==> src/rtl/button_event.sv <==
// Classifies a debounced button level into press, release, short, long and held events.
// Define BTN_REPEAT_EN to compile in the auto-repeat counter and repeat_pulse output.
module button_event #(
   parameter int LONG_CYCLES = 50000000
`ifdef BTN_REPEAT_EN
   ,
   parameter int REPEAT_CYCLES = 10000000
`endif
) (
   input  logic clk,
   input  logic rst_n,
   input  logic dbin,
   output logic press_pulse,
   output logic release_pulse,
   output logic short_press,
   output logic long_press,
   output logic repeat_pulse,
   output logic held
);

   localparam int HW = $clog2(LONG_CYCLES + 1);
   localparam logic [HW-1:0] LONG_V = HW'(LONG_CYCLES);
   localparam logic [HW-1:0] ONE_V  = HW'(1);

   typedef enum logic [1:0] {
      IDLE  = 2'd0,
      PRESS = 2'd1,
      LONG  = 2'd2
   } state_t;

   state_t        state_q, state_d;
   logic          dbin_q, dbin_d;
   logic [HW-1:0] hold_q, hold_d;
   logic          press_q, press_d;
   logic          release_q, release_d;
   logic          short_q, short_d;
   logic          long_q, long_d;
   logic          held_q, held_d;

   always_comb begin
      state_d   = state_q;
      hold_d    = hold_q;
      dbin_d    = dbin;
      press_d   = 1'b0;
      release_d = 1'b0;
      short_d   = 1'b0;
      long_d    = 1'b0;
      unique case (state_q)
         IDLE: begin
            if (dbin && !dbin_q) begin
               state_d = PRESS;
               hold_d  = ONE_V;
               press_d = 1'b1;
            end
         end
         PRESS: begin
            if (!dbin) begin
               state_d   = IDLE;
               hold_d    = '0;
               release_d = 1'b1;
               short_d   = 1'b1;
            end else if (hold_q + ONE_V == LONG_V) begin
               state_d = LONG;
               hold_d  = LONG_V;
               long_d  = 1'b1;
            end else begin
               hold_d = hold_q + ONE_V;
            end
         end
         LONG: begin
            // The hold count stays saturated here; only a fall leaves LONG.
            if (!dbin) begin
               state_d   = IDLE;
               hold_d    = '0;
               release_d = 1'b1;
            end
         end
         default: begin
            state_d = IDLE;
            hold_d  = '0;
         end
      endcase
      held_d = (state_d != IDLE);
   end

   always_ff @(posedge clk or negedge rst_n) begin
      if (!rst_n) begin
         state_q   <= IDLE;
         dbin_q    <= 1'b0;
         hold_q    <= '0;
         press_q   <= 1'b0;
         release_q <= 1'b0;
         short_q   <= 1'b0;
         long_q    <= 1'b0;
         held_q    <= 1'b0;
      end else begin
         state_q   <= state_d;
         dbin_q    <= dbin_d;
         hold_q    <= hold_d;
         press_q   <= press_d;
         release_q <= release_d;
         short_q   <= short_d;
         long_q    <= long_d;
         held_q    <= held_d;
      end
   end

   assign press_pulse   = press_q;
   assign release_pulse = release_q;
   assign short_press   = short_q;
   assign long_press    = long_q;
   assign held          = held_q;

`ifdef BTN_REPEAT_EN
   localparam int RW = $clog2(REPEAT_CYCLES + 1);
   localparam logic [RW-1:0] REP_LAST = RW'(REPEAT_CYCLES - 1);

   logic [RW-1:0] rep_q, rep_d;
   logic          repeat_q, repeat_d;

   // Counts high samples spent in LONG; the counter is zero on entry, so the
   // first pulse lands REPEAT_CYCLES samples after long_press.
   always_comb begin
      rep_d    = '0;
      repeat_d = 1'b0;
      if (state_q == LONG && dbin) begin
         if (rep_q == REP_LAST) begin
            repeat_d = 1'b1;
         end else begin
            rep_d = rep_q + RW'(1);
         end
      end
   end

   always_ff @(posedge clk or negedge rst_n) begin
      if (!rst_n) begin
         rep_q    <= '0;
         repeat_q <= 1'b0;
      end else begin
         rep_q    <= rep_d;
         repeat_q <= repeat_d;
      end
   end

   assign repeat_pulse = repeat_q;
`else
   assign repeat_pulse = 1'b0;
`endif

endmodule

==> config.mk <==
export PLATFORM = sky130hd
export DESIGN_NAME = button_event
export DESIGN_NICKNAME = d
export VERILOG_FILES = /design/src/rtl/button_event.sv
export SDC_FILE = /design/constraint.sdc
export NUM_CORES = 1
export LEC_CHECK = 0
export BUFFER_PORTS_ARGS = -buffer_cell sky130_fd_sc_hd__buf_4
export CAP_MARGIN = 0
export CORE_MARGIN = 2
export CORE_UTILIZATION = 55
export CTS_CLUSTER_DIAMETER = 80
export CTS_CLUSTER_SIZE = 12
export DETAILED_ROUTE_END_ITERATION = 12
export PLACE_DENSITY = 0.81
export SLEW_MARGIN = 0
export SYNTH_ARGS = -nofsm -noshare
export SYNTH_HDL_FRONTEND = slang
export SYNTH_SLANG_ARGS = --single-unit
==> constraint.sdc <==
create_clock -name clk -period 6 [get_ports clk]
set_clock_uncertainty 0.15 [all_clocks]
set_input_delay 1.2 -clock clk [delete_from_list [all_inputs] [get_ports clk]]
set_output_delay 1.2 -clock clk [all_outputs]
set_load 0.005 [all_outputs]
==> out/metrics.cfg, run 1 <==
[grt]
grt_antenna_before_repair = 0
grt_pass1_wl_mm = 9.14
grt.overflow.total = 0
grtUsageTotal_pct = 23.6
grt_pass1_vias = 1947
grt_max_degree = 39

[routing]
wl_met2_mm = 2.53
met1Wirelength_mm = 2.34
top_layer = met4
drt-initial-drc-count = 166
dr.pass1.iters = 4
num_vias = 2121
finalWirelength_mm = 5.26
ant_nets = 0
drc_errors = 0
dr_wl_met3_um = 300
via_per_inst = 6.45
wl_per_cell_um = 16.0

[clock_network]
cts.sinks = 34
cts_tree = yes
clockBufferDepth = 2
cts-root-buf = clkbuf_8
clk_pin_slew_ns = 0.07
htreeDepth = 2
cts_made_buffers = 5
postCtsSetupBuffers = 0
hold_buffers = 0
worstSkewPairLatency_ns = 0.29
postCtsResizedCells = 0

[timing]
worst_pin_slew_ns = 0.855
hold_violations = 0
finalSetupTns_ns = 0
relSlewSlack_pct = 42.5
finalCritPeriodShare_pct = 50.1
layout_setup_ws_ns = 2.99
min_period_ns = 3.01
rsz0062_at_grt = no
fmax_mhz = 332
setup_viol = 0
maxSlewViolCount = 0

[synthesis]
syn_avg_cell_area_um2 = 8.14
synth_nets = 296
ys_ff_latch = 34
yosysMostFrequentCell = nand2_1
synth-compound-area-share_pct = 19.5
synth_mux_area_share_pct = 0.854
synth_area_leaders = dfrtp_1 36%, nand2_1 6.2%, o21ai_0 5.3%
yosysSeqAreaShare_pct = 36.3
syn-cell-area_um2 = 2340
synth_cells = 288
synth_edf_count = 0
synthXorXnorAreaFrac_pct = 2.99
synth_cell_type_count = 53
synth_commonest_cells = 39 x nand2_1, 34 x dfrtp_1, 25 x o21ai_0
synth-adder-area-share_pct = 2.67
synth_top_family_by_area = simple AND/OR/NAND/NOR gates
yosysTopAreaCellShare_pct = 36.3
yosysWarnings = 0
synthSimpleGateAreaFrac_pct = 30.2
yosysTopAreaCell = dfrtp_1
synthFlopType = dfrtp_1
synthArstFlopShare_pct = 100

[floorplan]
fp.coreArea_um2 = 4060
die_y_um = 69.3
placementRows = 23
die-area_um2 = 4800
die_w_um = 69.3
initial_utilization_pct = 57.8
io_pins = 9

[place]
dp_slack_ns = 2.91
numPortBuffers = 7
placed_area_um2 = 2340
dp_hpwl_mm = 3.58
gp_congestion = 0.922

[power]
leakage_nw = 1.00
fin_total_pwr_w = 0.000590
ir_drop_v = 0.000139
powerDensity_nw_per_um2 = 244

[setup_path]
critPathMaxStageDelay_ns = 0.75
cp.arrival_ns = 3.05
critPathLaunchType = register
path_cells = ha_1, nand4_1, nor4_2, nor2_1, o211ai_2, a21boi_2, a31o_2, o41ai_2
critPathBufInv = 0
cp.required_ns = 6.04
critical_path.endpoint_type = register
cp_slowest_cell = nor4_2
crit_fanout = 8
crit_type = reg2reg
crit_family = simple AND/OR/NAND/NOR gates

[final_layout]
antenna_cells = 0
nets = 287
regArea_um2 = 851
multiInputGateArea_um2 = 1320
nFillCells = 362
final_util_pct = 59.6
area_growth_syn_to_layout_pct = 3.15
design_area_um2 = 2420
drive_gt1_share_pct = 9.32

[run]
drv_cap = 0

[worst_hold_path]
hold_path_class = reg2reg

[run_status]
outcome = finished clean

[layer usage]
metal	track usage, %	up-vias
li1	-	1023
met1	31.9	1028
met2	37.1	61
met3	4.65	9
met4	9.37	0
met5	0	-
[layout make-up]
cell class,instances,area share [%]
Inverter,12,1.86
Tap cell,50,2.59
Clock buffer,7,3.16
Timing Repair Buffer,8,2.48
Sequential cell,34,35.2
Multi-Input combinational cell,218,54.7
[registers in the layout (all words and copies together) (netlist names)]
name / cells
hold_q: 26
held: 1
press_pulse: 1
short_press: 1
state_q: 2
release_pulse: 1
dbin_q: 1
long_press: 1
[worst reg2reg max path, cell delays in order (launching register included)]
cell	delay [ns]
dfrtp_1	0.43
ha_1	0.30
nand4_1	0.19
nor4_2	0.75
nor2_1	0.14
o211ai_2	0.25
a21boi_2	0.10
a31o_2	0.32
o41ai_2	0.28
[stage by stage]
stage | hold slack, ns | cells
6_report | 0.409 | 329
5_1_grt | 0.416 | 329
4_1_cts | 0.399 | 329
3_5_place_dp | 0.388 | 322
3_3_place_gp | 0.359 | 322
2_1_floorplan | 0.320 | 288
[cells by family (layout without fill, tap and decap cells)]
| group | after synthesis | after routing |
|---|---|---|
| AO/OA/AOI/OAI | 69 | 69 |
| AND/OR/NAND/NOR | 133 | 133 |
| flip-flops | 34 | 34 |
| other | 1 | 1 |
| adder cells (fa/ha/maj) | 5 | 5 |
| multiplexers | 2 | 2 |
| XOR/XNOR | 8 | 8 |
| buffers and inverters | 36 | 27 |
[cells in the final DEF, fill, tap and decap left out, drive strengths merged, types with 9 or more instances in the layout]
cell	count
nand4	13
nand2	39
nor3	9
o21ai	28
nand3	17
a21oi	10
inv	12
nor4	11
nor2	16
dfrtp	34
[worst paths after layout]
path	from	to	slack, ns	cells after the start
worst min register to register	hold_q[16]	hold_q[16]	0.41	1
worst max-delay path	hold_q[0]	hold_q[11]	2.99	8
worst max register to register	hold_q[0]	hold_q[11]	2.99	8
worst min-delay path	hold_q[16]	hold_q[16]	0.41	1
min in group asynchronous	rst_n	hold_q[22]	0.69	1
max in group asynchronous	rst_n	hold_q[5]	4.69	1
[report_power, final]
group / internal, W / leakage (nW) / total [W] / switching, W
combinational: 0.0000556 / 0.497 / 0.000162 / 0.000106
sequential: 0.000246 / 0.466 / 0.000263 / 0.0000169
clock: 0.0000800 / 0.0383 / 0.000165 / 0.0000847
total: 0.000382 / 1.00 / 0.000590 / 0.000208
Note: power is estimated with default switching activity, not from simulation.
==> run 2, diff against run 1 <==
--- a/config.mk
+++ b/config.mk
@@ -5,6 +5,7 @@
 export SDC_FILE = /design/constraint.sdc
 export NUM_CORES = 1
 export LEC_CHECK = 0
+export ABC_AREA = 1
 export BUFFER_PORTS_ARGS = -buffer_cell sky130_fd_sc_hd__buf_4
 export CAP_MARGIN = 0
 export CORE_MARGIN = 2
@@ -12,7 +13,7 @@
 export CTS_CLUSTER_DIAMETER = 80
 export CTS_CLUSTER_SIZE = 12
 export DETAILED_ROUTE_END_ITERATION = 12
-export PLACE_DENSITY = 0.81
+export PLACE_DENSITY = 0.84
 export SLEW_MARGIN = 0
 export SYNTH_ARGS = -nofsm -noshare
 export SYNTH_HDL_FRONTEND = slang
==> constraint.sdc (replaced) <==
create_clock -name clk -period 2.6 [get_ports clk]
set_clock_uncertainty 0.15 [all_clocks]
set_input_delay 0.52 -clock clk [delete_from_list [all_inputs] [get_ports clk]]
set_output_delay 0.52 -clock clk [all_outputs]
set_load 0.005 [all_outputs]
==> run 2 against run 1 <==
Core utilization is 2.4 points higher. Synthesized area is 2.9% lower. Non-clock buffer count is 1 higher. Setup slack worse by 2.7 ns. Sequential share of layout area decreased by 0.85 points. Largest power group unchanged. Highest routed layer unchanged.
==> out/metrics.cfg, run 2 <==
[final_layout]
largestRegisters = hold_q (26), state_q (2)  ; unchanged
largest_reg_flops = 26  ; unchanged
area_growth_syn_to_layout_pct = 8.91  ; was 3.15%
nFillCells = 376  ; was 362
antenna_cells = 0  ; unchanged
top_register = hold_q  ; unchanged
final_common_cell = nand2_1  ; unchanged
final_cell_mix = 88 x nand2_1, 41 x inv_1, 34 x dfrtp_1  ; was 39 x nand2_1, 34 x dfrtp_1, 25 x o21ai_0
stdcell_count = 374  ; was 329
drive_gt1_share_pct = 17.9  ; was 9.32%
nets = 331  ; was 287
design_area_um2 = 2480  ; was 2420 um2

[timing]
rsz0062_at_grt = no  ; unchanged
worst_pin_slew_ns = 0.565  ; was 0.855 ns
maxSlewViolCount = 0  ; unchanged
hold_violations = 0  ; unchanged
fmax_mhz = 428  ; was 332 MHz
finalSetupTns_ns = 0  ; unchanged
min_period_ns = 2.34  ; was 3.01 ns
setup_viol = 0  ; unchanged
relSlewSlack_pct = 61.9  ; was 42.5%
finalCritPeriodShare_pct = 89.8  ; was 50.1%

[place]
dpl.cell_count = 366  ; was 322
placed_area_um2 = 2370  ; was 2340 um2
numPortBuffers = 7  ; unchanged
dp_hpwl_mm = 3.70  ; was 3.58 mm
gp_congestion = 0.925  ; was 0.922

[routing]
dr.pass1.iters = 4  ; unchanged
wl_per_cell_um = 12.8  ; was 16.0 um
ant_nets = 0  ; unchanged
via_per_inst = 5.17  ; was 6.45
finalWirelength_mm = 4.81  ; was 5.26 mm
drc_errors = 0  ; unchanged
num_vias = 1935  ; was 2,121
drt-initial-drc-count = 166  ; unchanged

[synthesis]
syn-cell-area_um2 = 2270  ; was 2340 um2
synthFlopType = dfrtp_1  ; unchanged
yosysTopAreaCellShare_pct = 37.4  ; was 36.3%
ys_ff_latch = 34  ; unchanged
synth_mux_area_share_pct = 0  ; was 0.854%
yosysWarnings = 0  ; unchanged
synth_commonest_cells = 88 x nand2_1, 41 x inv_1, 34 x dfrtp_1  ; was 39 x nand2_1, 34 x dfrtp_1, 25 x o21ai_0
synth_cells = 313  ; was 288
synthArstFlopShare_pct = 100  ; unchanged
syn_avg_cell_area_um2 = 7.27  ; was 8.14 um2
yosysTopAreaCell = dfrtp_1  ; unchanged
yosysMostFrequentCell = nand2_1  ; unchanged
synth_edf_count = 0  ; unchanged
synth-adder-area-share_pct = 2.75  ; was 2.67%
synth_top_family_by_area = simple AND/OR/NAND/NOR gates  ; unchanged
synth_nets = 321  ; was 296
yosysSeqAreaShare_pct = 37.4  ; was 36.3%
synth_cell_type_count = 29  ; was 53
synth-compound-area-share_pct = 8.42  ; was 19.5%
synth_area_leaders = dfrtp_1 37%, nand2_1 15%, inv_1 6.8%  ; was dfrtp_1 36%, nand2_1 6.2%, o21ai_0 5.3%
synthSimpleGateAreaFrac_pct = 40.3  ; was 30.2%
synthXorXnorAreaFrac_pct = 1.93  ; was 2.99%

[power]
fin_total_pwr_w = 0.00137  ; was 0.000590 W
ir_drop_v = 0.000422  ; was 0.000139 V
p_clk_share_pct = 34.9  ; was 27.9%
pwr-share-seq_pct = 44.4  ; was 44.7%
p_sw_share_pct = 30.9  ; was 35.2%
p_comb_share_pct = 20.8  ; was 27.4%
p_switching_w = 0.000424  ; was 0.000208 W
internal_power_w = 0.000947  ; was 0.000382 W
powerDensity_nw_per_um2 = 554  ; was 244 nW/um2
leakage_nw = 1.15  ; was 1.00 nW

[floorplan]
initial_utilization_pct = 56.9  ; was 57.8%
die-area_um2 = 4670  ; was 4800 um2
io_pins = 9  ; unchanged
die_w_um = 68.3  ; was 69.3 um
die_y_um = 68.3  ; was 69.3 um
fp.coreArea_um2 = 4000  ; was 4060 um2
placementRows = 23  ; unchanged

[clock_network]
cts-root-buf = clkbuf_8  ; unchanged
cts_tree = yes  ; unchanged
hold_buffers = 0  ; unchanged
postCtsSetupBuffers = 0  ; unchanged
postCtsResizedCells = 0  ; unchanged
cts_made_buffers = 5  ; unchanged
cts.sinks = 34  ; unchanged
clk_pin_slew_ns = 0.07  ; about the same
htreeDepth = 2  ; unchanged
clockBufferDepth = 2  ; unchanged
worstSkewPairLatency_ns = 0.29  ; about the same

[worst_hold_path]
hold_path_class = in2async  ; was reg2reg

[setup_path]
critical_path.endpoint_type = register  ; unchanged
crit_family = simple AND/OR/NAND/NOR gates  ; unchanged
cp_slowest_cell = dfrtp_1  ; was nor4_2
critPathMaxStageDelay_ns = 0.47  ; was 0.75 ns
path_cells = ha_2, nand3_1, nor2_2, nand2_1, nor2_1, nor2_1, nor2_2, nand3_1, nor2_2, nand3_2, nand2_1, nand2_1, nand2_1, nand2_1  ; was ha_1, nand4_1, nor4_2, nor2_1, o211ai_2, a21boi_2, a31o_2, o41ai_2
cp.arrival_ns = 2.37  ; was 3.05 ns
crit_fanout = 5  ; was 8
crit_path_frequent_cell = nand2_1
critPathBufInv = 0  ; unchanged
crit_type = reg2reg  ; unchanged
critPathLaunchType = register  ; unchanged
cp.required_ns = 2.63  ; was 6.04 ns

[grt]
grtUsageTotal_pct = 24.1  ; was 23.6%
grt_max_degree = 35  ; was 39
grt_antenna_before_repair = 0  ; unchanged
grt.overflow.total = 0  ; unchanged
grt_pass1_wl_mm = 8.27  ; was 9.14 mm
grt_pass1_vias = 1822  ; was 1,947

[run]
drv_cap = 0  ; unchanged

[run_status]
outcome = finished clean  ; unchanged

==> run 2: cell count changes in the layout (fill, tap and decap cells not counted), moves of 6 or more <==
cell,previous run,this run
nand2_2,0,10
a21oi_1,10,0
nor4_1,10,0
nor2_1,16,25
o22ai_1,0,10
nor2_2,0,13
nor2_4,0,6
o21ai_0,25,19
inv_1,12,41
nand2_1,39,88
a31oi_1,8,0
==> run 2: logic make-up (layout without fill, tap and decap cells) <==
family	Yosys count	after routing
XOR/XNOR	5	5
other	1	1
flip-flops	34	34
adder cells (fa/ha/maj)	5	5
AND/OR/NAND/NOR	182	182
AO/OA/AOI/OAI	35	35
buffers and inverters	51	62
==> run 2: power groups by stage <==
stage                     clock [W]  sequential, W  combinational, W
after global routing       0.000512       0.000612          0.000322
after CTS                  0.000488       0.000607          0.000288
after detailed placement          0       0.000617          0.000287
after floorplan                   0       0.000610          0.000187
after global placement            0       0.000614          0.000281
final                      0.000478       0.000609          0.000285
==> run 2: path summary, 6_finish.rpt <==
kind	startpoint	endpoint	slack, ns	depth (start not counted)
max reg2reg	hold_q[1]	held	0.26	14
max in group asynchronous	rst_n	press_pulse	1.96	1
min	rst_n	hold_q[9]	0.02	1
max	hold_q[1]	held	0.26	14
min reg2reg	dbin_q	press_pulse	0.39	3
min in group clk	dbin	dbin_q	0.23	1
==> run 2: area by class of cell <==
class,count,area [um2],area share (%)
tap,50,62.6,2.53
sequential,34,851,34.3
clock inverter,1,30.0,1.21
multi-input combinational,228,1220,49.3
timing repair buffer,9,67.6,2.73
clock buffer,7,76.3,3.08
inverter,45,169,6.82
==> run 2: routing by layer <==
| layer | track usage (%) | up-vias | share of wire, % |
|---|---|---|---|
| met5 | 0 | - | 0 |
| met4 | 8.25 | 0 | 1.4 |
| met3 | 5.43 | 9 | 5.6 |
| met2 | 40.3 | 48 | 50 |
| met1 | 30.5 | 874 | 43 |
| li1 | - | 1004 | - |
==> run 2: through the flow <==
stage	utilization (%)	worst slack [ns]	hold slack, ns
2_1_floorplan	-	0.579	0.0744
3_3_place_gp	59.2	0.314	0.339
3_5_place_dp	59.2	0.241	0.351
4_1_cts	61.9	0.220	0.0368
5_1_grt	61.9	0.0143	0.0510
6_report	61.9	0.264	0.0205
==> run 2: worst register-to-register path: cells and delay by family (launching register included) <==
family,cells,cell delay [ns]
adder cells (fa/ha/maj),1,0.28
AND/OR/NAND/NOR,13,1.35
flip-flops,1,0.47
==> run 3, diff against run 2 <==
--- a/config.mk
+++ b/config.mk
@@ -5,7 +5,6 @@
 export SDC_FILE = /design/constraint.sdc
 export NUM_CORES = 1
 export LEC_CHECK = 0
-export ABC_AREA = 1
 export BUFFER_PORTS_ARGS = -buffer_cell sky130_fd_sc_hd__buf_4
 export CAP_MARGIN = 0
 export CORE_MARGIN = 2
@@ -14,6 +13,7 @@
 export CTS_CLUSTER_SIZE = 12
 export DETAILED_ROUTE_END_ITERATION = 12
 export PLACE_DENSITY = 0.84
+export SKIP_CTS_REPAIR_TIMING = 1
 export SLEW_MARGIN = 0
 export SYNTH_ARGS = -nofsm -noshare
 export SYNTH_HDL_FRONTEND = slang
==> run 3 against run 2 <==
The flow now finishes with violations (negative setup slack). Core utilization rose by 6.2 points. Power grew 21%. Cell count shrank 4.5%. Final area increased by 12%. Die area is 2.8% higher. Clock power is 28% higher. Count of clock-buffer cells in the layout is 1 lower. Critical endpoint is now state_q[1]. Highest routed layer unchanged.
==> out/metrics.cfg, run 3 (synthesized netlist as in run 1, its figures left out) <==
[timing]
finalCritPeriodShare_pct = 102  ; was 89.8%
rsz0062_at_grt = yes  ; was no
whs_ns = 0.0212  ; was 0.0205 ns
maxSlewViolCount = 0  ; unchanged
layout_setup_ws_ns = -0.0484  ; was 0.264 ns
min_period_ns = 2.65  ; was 2.34 ns
relSlewSlack_pct = 66.0  ; was 61.9%
hold_violations = 0  ; unchanged
worst_pin_slew_ns = 0.510  ; was 0.565 ns
setup_viol = 5  ; was 0
fmax_mhz = 378  ; was 428 MHz

[floorplan]
placementRows = 23  ; unchanged
initial_utilization_pct = 57.8  ; was 56.9%
fp.coreArea_um2 = 4060  ; was 4000 um2
io_pins = 9  ; unchanged
die_w_um = 69.3  ; was 68.3 um
die-area_um2 = 4800  ; was 4670 um2
die_y_um = 69.3  ; was 68.3 um

[final_layout]
largestRegisters = hold_q (26), state_q (2)  ; unchanged
top_register = hold_q  ; unchanged
largest_reg_flops = 26  ; unchanged
drive_gt1_share_pct = 22.5  ; was 17.9%
area_growth_syn_to_layout_pct = 18.0  ; was 8.91%
final_common_cell = nand2_1  ; unchanged
final_cell_mix = 39 x nand2_1, 35 x buf_4, 31 x dfrtp_1  ; was 88 x nand2_1, 41 x inv_1, 34 x dfrtp_1
design_area_um2 = 2770  ; was 2480 um2
antenna_cells = 0  ; unchanged
nFillCells = 312  ; was 376
nets = 314  ; was 331
final_util_pct = 68.2  ; was 61.9%

[run_status]
violations = negative setup slack
outcome = finished with violations  ; was finished clean

[worst_hold_path]
hold_path_class = in2async  ; unchanged

[routing]
dr.pass1.iters = 5  ; was 4
drc_errors = 0  ; unchanged
via_per_inst = 6.46  ; was 5.17
num_vias = 2308  ; was 1,935
ant_nets = 0  ; unchanged
drt-initial-drc-count = 202  ; was 166
finalWirelength_mm = 6.17  ; was 4.81 mm
wl_per_cell_um = 17.3  ; was 12.8 um

[run]
drv_cap = 0  ; unchanged

[setup_path]
cp.required_ns = 2.67  ; was 2.63 ns
rrSetupSlack_ns = -0.05  ; was 0.26 ns
critical_path.endpoint_type = register  ; unchanged
crit_type = reg2reg  ; unchanged
crit_fanout = 5  ; unchanged
rr_startpoint = hold_q[1]  ; unchanged
cp.arrival_ns = 2.71  ; was 2.37 ns
critPathLaunchType = register  ; unchanged
r2r-end = state_q[1]  ; was held
rr_worst_depth = 9  ; was 14

[clock_network]
cts_tree = yes  ; unchanged
cts-root-buf = clkbuf_8  ; unchanged
htreeDepth = 2  ; unchanged
cts.sinks = 34  ; unchanged
cts_made_buffers = 5  ; unchanged
clockBufferDepth = 2  ; unchanged
clk_pin_slew_ns = 0.07  ; about the same
worstSkewPairLatency_ns = 0.30  ; was 0.29 ns

[power]
pwr-share-seq_pct = 36.8  ; was 44.4%
p_clk_share_pct = 37.1  ; was 34.9%
p_switching_w = 0.000515  ; was 0.000424 W
powerDensity_nw_per_um2 = 598  ; was 554 nW/um2
p_sw_share_pct = 31.1  ; was 30.9%
internal_power_w = 0.00114  ; was 0.000947 W
leakage_nw = 1.18  ; was 1.15 nW
ir_drop_v = 0.000366  ; was 0.000422 V
p_comb_share_pct = 26.1  ; was 20.8%

[grt]
grtUsageTotal_pct = 26.0  ; was 24.1%
grt_pass1_vias = 2179  ; was 1,822
grt_max_degree = 35  ; unchanged
grt_pass1_wl_mm = 10.1  ; was 8.27 mm
grt_antenna_before_repair = 0  ; unchanged
grt.overflow.total = 0  ; unchanged

[place]
dp_slack_ns = -0.0388  ; was 0.241 ns
placed_area_um2 = 2520  ; was 2370 um2
numPortBuffers = 7  ; unchanged
gp_congestion = 0.903  ; was 0.925
dp_hpwl_mm = 4.18  ; was 3.70 mm

## run 3: changes by cell type in the layout (fill, tap and decap cells not counted), sizes merged, moves of 5 or more
cell	delta
nand2	-64
inv	-32
nor2	-30
buf	+26
nor4	+11
a21oi	+10
o22ai	-10
a31oi	+8
nand4	+6
nor3	+5
o31ai	+5
## run 3: final cells by class
type / count / area (um2) / share of cell area, %
inverter: 12 / 45.0 / 1.63
clock buffer: 6 / 82.6 / 2.99
timing repair buffer: 35 / 263 / 9.50
tap: 50 / 62.6 / 2.26
multi-input combinational: 218 / 1400 / 50.6
sequential: 34 / 855 / 30.9
clock inverter: 2 / 60.1 / 2.17
## run 3: layer usage
metal / routed length (um) / part of all wire, % / global-route usage (%) / vias to the layer above
met5: 0 / 0 / 0 / -
met4: 123 / 2.0 / 9.59 / 0
met3: 436 / 7.1 / 5.38 / 18
met2: 2950 / 48 / 42.6 / 120
met1: 2650 / 43 / 33.9 / 1094
li1: - / - / - / 1076
## run 3: critical path, cell delays in order (launching register included)
cell and delay (ns):
dfrtp_1 0.40, ha_2 0.20, nand4_1 0.22, or3_4 0.48, mux2i_2 0.22, nand4_1 0.15
nor3_2 0.26, buf_4 0.15, nand4_1 0.14, a21oi_1 0.20
## run 3: worst max path at each step
stage               slack, ns  cells after the start       from          to
floorplan                0.09                      8  hold_q[0]  hold_q[11]
detailed placement      -0.04                     10  hold_q[0]   hold_q[1]
global route            -0.12                      9  hold_q[1]  state_q[1]
CTS                     -0.15                      8  hold_q[3]   hold_q[1]
finish                  -0.05                      9  hold_q[1]  state_q[1]
global placement         0.06                      8  hold_q[3]   hold_q[1]
## run 3: power groups by stage
stage,clock [W],combinational [W],sequential [W]
after floorplan,0,0.000267,0.000608
after global placement,0,0.000396,0.000614
after detailed placement,0,0.000404,0.000617
after CTS,0.000617,0.000408,0.000606
after global routing,0.000639,0.000473,0.000613
final,0.000613,0.000431,0.000609
## run 3: per-stage QoR
step	std cells	setup TNS, ns	power, W
after floorplan	288	0	0.000876
after global placement	346	0	0.00101
after detailed placement	346	-0.0675	0.00102
after CTS	354	-0.870	0.00163
after global routing	357	-0.879	0.00173
final	357	-0.0788	0.00165
